[src/rtl/mux_scan_ctrl.sv]
// mux_scan_ctrl: sequencer that scans the enabled channels of a 31:1 x DW-bit
// channel mux in ascending order.
// On start it captures the channel mask, drives sel_o to each enabled channel,
// waits one settle cycle, samples the mux output and presents each
// (channel, data) pair on a valid/ready stream. done pulses once, after the
// last sample has been accepted.
// When idle, sel_o parks at all-ones; the mux drives 0 on that select.
//
// Ports:
//   clk, rst_n      clock (rising edge), asynchronous active-low reset
//   start           one-cycle scan request; ignored while busy
//   abort           synchronous cancel of an active scan (no done pulse)
//   ch_mask         channel enable mask, captured when a scan starts
//   sel_o           mux select
//   mux_out_i       mux output; combinational from sel_o
//   sample_data     captured mux data for channel sample_ch
//   sample_ch       channel of sample_data
//   sample_valid    stream valid; the pair is accepted when sample_ready is also high
//   sample_ready    stream ready
//   busy            high whenever a scan is in progress
//   done            one-cycle pulse after the final handshake of a scan
module mux_scan_ctrl #(
  parameter int unsigned NUM_CH = 31,
  parameter int unsigned SEL_W  = 5,
  parameter int unsigned DW     = 2
) (
  input  logic              clk,
  input  logic              rst_n,
  input  logic              start,
  input  logic              abort,
  input  logic [NUM_CH-1:0] ch_mask,
  output logic [SEL_W-1:0]  sel_o,
  input  logic [DW-1:0]     mux_out_i,
  output logic [DW-1:0]     sample_data,
  output logic [SEL_W-1:0]  sample_ch,
  output logic              sample_valid,
  input  logic              sample_ready,
  output logic              busy,
  output logic              done
);

  // Park select: the mux outputs 0 here, and a scan never uses this value.
  localparam logic [SEL_W-1:0] SelPark = '1;

  typedef enum logic [1:0] {StIdle, StSetup, StOut} state_e;

  state_e            state_q;
  logic [NUM_CH-1:0] mask_q;
  logic [SEL_W-1:0]  sel_q;
  logic [SEL_W-1:0]  ch_q;
  logic [DW-1:0]     data_q;
  logic              valid_q;
  logic              done_q;

  // first_* : lowest enabled channel in the incoming mask (scan start).
  // next_*  : lowest enabled channel in the captured mask above the current select.
  logic              first_hit;
  logic [SEL_W-1:0]  first_idx;
  logic              next_hit;
  logic [SEL_W-1:0]  next_idx;

  always_comb begin
    first_hit = 1'b0;
    first_idx = '0;
    next_hit  = 1'b0;
    next_idx  = '0;
    // Iterate from the top down, so the last match written is the lowest index.
    for (int i = int'(NUM_CH) - 1; i >= 0; i--) begin
      if (ch_mask[i]) begin
        first_hit = 1'b1;
        first_idx = SEL_W'(i);
      end
      if (mask_q[i] && (i > int'(sel_q))) begin
        next_hit = 1'b1;
        next_idx = SEL_W'(i);
      end
    end
  end

  always_ff @(posedge clk or negedge rst_n) begin
    if (!rst_n) begin
      state_q <= StIdle;
      mask_q  <= '0;
      sel_q   <= SelPark;
      ch_q    <= '0;
      data_q  <= '0;
      valid_q <= 1'b0;
      done_q  <= 1'b0;
    end else begin
      done_q <= 1'b0;
      case (state_q)
        StIdle: begin
          // abort has no effect here, so start wins when both are asserted.
          if (start) begin
            mask_q <= ch_mask;
            if (first_hit) begin
              sel_q   <= first_idx;
              state_q <= StSetup;
            end else begin
              done_q <= 1'b1;
            end
          end
        end
        StSetup: begin
          if (abort) begin
            state_q <= StIdle;
            sel_q   <= SelPark;
            valid_q <= 1'b0;
          end else begin
            // sel has been stable for one cycle, so the mux output has settled.
            data_q  <= mux_out_i;
            ch_q    <= sel_q;
            valid_q <= 1'b1;
            state_q <= StOut;
          end
        end
        StOut: begin
          if (abort) begin
            // abort takes priority over a handshake in the same cycle.
            state_q <= StIdle;
            sel_q   <= SelPark;
            valid_q <= 1'b0;
          end else if (valid_q && sample_ready) begin
            valid_q <= 1'b0;
            if (next_hit) begin
              sel_q   <= next_idx;
              state_q <= StSetup;
            end else begin
              sel_q   <= SelPark;
              done_q  <= 1'b1;
              state_q <= StIdle;
            end
          end
        end
        default: begin
          state_q <= StIdle;
          sel_q   <= SelPark;
          valid_q <= 1'b0;
        end
      endcase
    end
  end

  assign sel_o        = sel_q;
  assign sample_data  = data_q;
  assign sample_ch    = ch_q;
  assign sample_valid = valid_q;
  assign busy         = (state_q != StIdle);
  assign done         = done_q;

endmodule

[config.mk]
export PLATFORM = sky130hd
export DESIGN_NAME = mux_scan_ctrl
export DESIGN_NICKNAME = d
export VERILOG_FILES = /design/src/rtl/mux_scan_ctrl.sv
export SDC_FILE = /design/constraint.sdc
export NUM_CORES = 1
export LEC_CHECK = 0
export ABC_AREA = 1
export CAP_MARGIN = 10
export CORE_UTILIZATION = 55
export DETAILED_ROUTE_END_ITERATION = 8
export PLACE_DENSITY = 0.84
export SETUP_SLACK_MARGIN = 0.02
export SYNTH_ARGS = -nofsm -noshare
export SYNTH_HDL_FRONTEND = slang
export SYNTH_SLANG_ARGS = --single-unit
[constraint.sdc]
create_clock -name clk -period 5.17 [get_ports clk]
set_input_delay 0.7755 -clock clk [delete_from_list [all_inputs] [get_ports clk]]
set_output_delay 0.7755 -clock clk [all_outputs]
set_load 0.01 [all_outputs]
Yosys cells after proc, flatten, opt, wreduce, memory -nomap -nowiden

Index checks and enable logic that the tools add are counted.

Flip-flop bits (word level): 47

$lt $le $gt $ge: 30
Eq/ne operators: 6
Muxes and demuxes: 146
Bitwise gates (word level): 2
Reduce and logical (&&, ||, !) cells: 38

Operators by type and width:

| operator           | count |
|---|---|
| $mux 5             | 67 |
| $gt 5x5->1 const A | 15 |
| $mux 1             | 70 |
| $gt 4x5->1 const A | 8 |
| $logic_and 1x1->1  | 31 |
| $gt 3x5->1 const A | 4 |
| $pmux 5 s3         | 1 |
| $gt 2x5->1 const A | 2 |
| $mux 2             | 5 |
| $ne 2x2->1 const B | 3 |
| $pmux 2 s3         | 1 |
| $reduce_and 2->1   | 3 |
| $gt 1x5->1 const A | 1 |
| $reduce_and 4->1   | 1 |
| $ne 3x3->1 const B | 1 |
| $pmux 1 s3         | 1 |
| $reduce_and 3->1   | 1 |
| $eq 2x1->1 const B | 1 |
| $eq 2x2->1 const B | 1 |
| $logic_not 2->1    | 1 |
| $not 1->1          | 2 |
| $pmux 1 s2         | 1 |
| $reduce_bool 2->1  | 1 |

Depth between registers and ports, before layout

Depth in word-level cells: 36
Mapped depth: 33
Depth with buffers taken out: 33

Least setup slack after synthesis

OpenSTA, ideal clock, no wires.

Path type: register to register
From: register sel_q[3] (netlist: sel_o[3])
To: register sel_q[0] (netlist: sel_o[0])
Library setup time: 0.060 ns
Arrival: 2.233 ns
Setup slack: 2.876 ns
Stages on the path, launching flop included: 32
Path buffers: 1
Clock period less this slack: 2.294 ns
Cell sequence: dfstp_2 buf_2 nand2_4 clkinv_2 nand2_4 nand2_4 nand3_2 nand2_1 nand2_1 nand2_1 nand2_1 nand2_1 nand2_1 nand2_1 nand2_1 nand2_1 nand2_1 nand2_1 nand2_1 nand2_1 nand2_1 nand2_1 nand2_1 nand2_1 nand2_1 nand2_1 nand2_1 nand2_1 nand2_1 a21oi_1 nand2_1 nand2_1

Longest elaborated chain between the ends: 36
Elaborated cells on any way between the ends: 123
Classes of those cells: order compare: 30; mux: 63; reduce/logical: 30

Ends and longest elaborated chain:

| item                   | line | text |
|---|---|---|
| start, declared        | 49   | `logic [SEL_W-1:0] sel_q;` |
| start signal, assigned | 84   | `sel_q <= SelPark;` |
| start signal, assigned | 97   | `sel_q <= first_idx;` |
| start signal, assigned | 107  | `sel_q <= SelPark;` |
| $gt 5x5->1             | 73   | `if (mask_q[i] && (i > int'(sel_q))) begin` |
| $logic_and 1x1->1      | 73   |  |
| $mux 1 (30 in a row)   | 73   |  |
| $mux 5 *               | 125  | `if (next_hit) begin` |
| $mux 5 *               | 123  | `end else if (valid_q && sample_ready) begin` |
| $mux 5 *               | 118  | `if (abort) begin` |
| $pmux 5 s3 *           | 91   | `case (state_q)` |

Every way passes the cells marked *; elsewhere a longest branch is shown, timed or not. The select of a mux whose other input is x is not followed.
A chain may end at the register's enable or synchronous reset.

Worst setup path after layout

From: input port ch_mask[27]
To: register sel_q[1] (netlist: sel_o[1])

Longest elaborated chain between the ends: 31
Elaborated cells on any way between the ends: 61
Classes of those cells: eq/ne: 1; mux: 59; reduce/logical: 1

Ends and longest elaborated chain:

| item                 | line | text |
|---|---|---|
| start, declared      | 31   | `input logic [NUM_CH-1:0] ch_mask,` |
| $mux 5 (28 in a row) | 69   | `if (ch_mask[i]) begin` |
| $mux 5               | 96   | `if (first_hit) begin` |
| $mux 5               | 94   | `if (start) begin` |
| $pmux 5 s3           | 91   |  |

Several ways; a longest one is shown, not always the timed one. The select of a mux whose other input is x is not followed.

==> results.toml <==
[status]
status = "finished, final reports clean"

[synth]
avgSynthCellArea_um2 = 6.570
synth-async-reset-ratio_pct = 100.0
netlist_top_cells_count = "nand2_1, inv_1, o21ai_0"
synth_area_leaders = "dfrtp_1, nand2_1, inv_1"
syn_area_mm2 = 0.002831
post-synth-top-count-cell = "nand2_1"
synth-edff-count = 0
synth-seq-cells = 46
ys_warn_count = 0
syn_nets = 469
synth_area_leader_cell = "dfrtp_1"
synth.top_cell.area_share_pct = 36.24
syn_inst = 431
ys_seq_area_share_pct = 40.87
ys.flop_type = "dfrtp_1"
yosysUniqueCellTypes = 30

[layout]
diodes = 0
nets = 519
synthToLayoutAreaGrowth_pct = 23.95
drive_gt1_share_pct = 4.564
num-fill-cells = 434
finalNonFillerCells = 549

[worst_setup_path]
regToRegSetupSlack_ps = 2480
crit_required_ps = 5400
reg2reg_from = "sel_o[2]"
ff2ff_path_depth = 15
path_class = "in2reg"
endpoint_kind = "flip-flop"
reg2reg_to = "sel_o[1]"
critical_path_arrival_ps = 2920
worstSetupStartpointType = "primary input"
worstPathMaxFanout = 7

[clock_tree]
cts_buffers = 5
cts_num_sinks = 46
post-cts-setup-buffers = 0
cts-root-buf = "clkbuf_8"
cts_resized = 0
postCtsHoldBufs = 0
worst_skew_pair.late_latency_ps = 310
htreeDepth = 2
cts_tree = "yes"
cts.path.max_buffers = 2
clkTransAtPathRegs_ps = 90

[power_and_ir_drop]
power_leakage_nw = 1.823
peakVddDrop_mv = 0.2454
power_density_mw_per_mm2 = 587.8

[placement]
dp_hpwl_um = 5510
gp_congestion = 0.9272
post-place-ws_ps = 2131
dp_cells = 541
portBuffers = 52

[sta]
fin_crit_sh_pct = 52.09
slew_viol_final = 0
fin_setup_tns_ps = 0
hold_viol_final = 0
finClkSkew_ps = 6.535
fin_crit_ps = 2693
grt_setup_unrepaired = "no"
fmax_ghz = 0.3714
worstMarginPinSlew_ps = 1006
final-setup-viol-count = 0
fin_ws_ps = 2477
max_slew_margin_pct = 32.96
whs_ps = 488.5

[floorplanning]
row_count = 25
io_pins = 53
die_width_um = 73.75
die-area_mm2 = 0.005439
die_h_um = 73.75
start_util_pct = 58.40
core_area_mm2 = 0.004848

[grt]
grt_pass1_vias = 2654
grt_max_degree = 47
grt_pass1_wl_um = 11910
grt.overflow.total = 0
antenna_found_initial = 0
grt_use_total_pct = 29.27

[drt]
vias = 2880
drtIter0Drc = 209
antenna_left = 0
drt_wl_total_um = 7138
viasPerCell = 5.246
drc = 0
drtPass1Iterations = 5
wire_per_inst_um = 13.00

[hold_path]
holdPathStages = 2
min_from = "sample_data[0]"
hold_path_end = "sample_data[0]"
min-delay-path-class = "reg2reg"

[run]
cap_violations = 0
## layout by cell type (no fill, tap or decap), types with 8 or more instances in the layout
cell             synthesis  routed
nor2_1                  43      43
nand2_1                155     155
inv_1                   62      62
clkdlybuf4s50_1          0      51
dfrtp_1                 41      41
o21ai_0                 46      46
a21oi_1                 12      12
o211ai_1                 8       8
nand3_1                 18      18
## cells by family after synthesis
kind of cell           synth area share, %
and+or+nand+nor                      33.32
AOI/OAI and AO/OA                    15.51
buffers and inverters                9.898
DFF                                  40.87
muxes                               0.3977
## area by class of cell
type / instances / area [um2] / area share, %
multi-input combinational: 312 / 1394 / 39.71
sequential: 46 / 1157 / 32.98
timing repair buffer: 53 / 523.0 / 14.90
inverter: 63 / 237.7 / 6.774
tap: 67 / 83.83 / 2.389
clock buffer: 5 / 68.82 / 1.961
clock inverter: 3 / 45.04 / 1.283
## how the worst max path moves through the flow
stage                      startpoint  endpoint  slack, ps  cells after the start
final                     ch_mask[27]  sel_o[1]       2480                     12
after floorplan              sel_o[3]  sel_o[0]       2880                     31
after detailed placement  ch_mask[27]  sel_o[1]       2130                     12
after global routing      ch_mask[28]  sel_o[0]       2190                     34
after global placement    ch_mask[27]  sel_o[1]       2190                     12
after CTS                 ch_mask[27]  sel_o[1]       2450                     12
## per-layer routing
layer	GRT usage (%)	share of wire [%]
met1	37.98	45
met2	49.64	48
met3	5.075	5.7
met5	0	0
met4	8.974	1.2
## critical path: stages
cell and delay [ps]:
clkdlybuf4s50_1 430, nor4_1 390, nand2_1 120, nor3_1 270, nor3b_1 230, inv_1 80, nand2_1 110, nor2_1 120
inv_1 170, a21oi_1 60, o21ai_1 80, o21ai_0 100
## state kept, by name, summed over array words and instances, names as in the netlist
register / count
mask_q: 30
sample_data: 2
sample_valid: 1
sel_o: 5
sample_ch: 5
done: 1
state_q: 2
## power by group
group	total [W]	internal (W)	switching (W)
Clock	0.000276	0.000144	0.000132
Sequential	0.000703	0.000547	0.000156
Combinational	0.00108	0.000418	0.000666
Total	0.00206	0.00111	0.000954
## per-stage QoR
step | instance area (um2) | power, W | utilization, %
finish | 3510 | 0.002063 | 72.39
global route | 3510 | 0.002256 | 72.39
CTS | 3510 | 0.002053 | 72.39
detailed placement | 3396 | 0.001772 | 70.04
global placement | 3396 | 0.001749 | 70.04
floorplan | 2831 | 0.001415 | -
No activity file was read; power rests on OpenSTA's default activity.
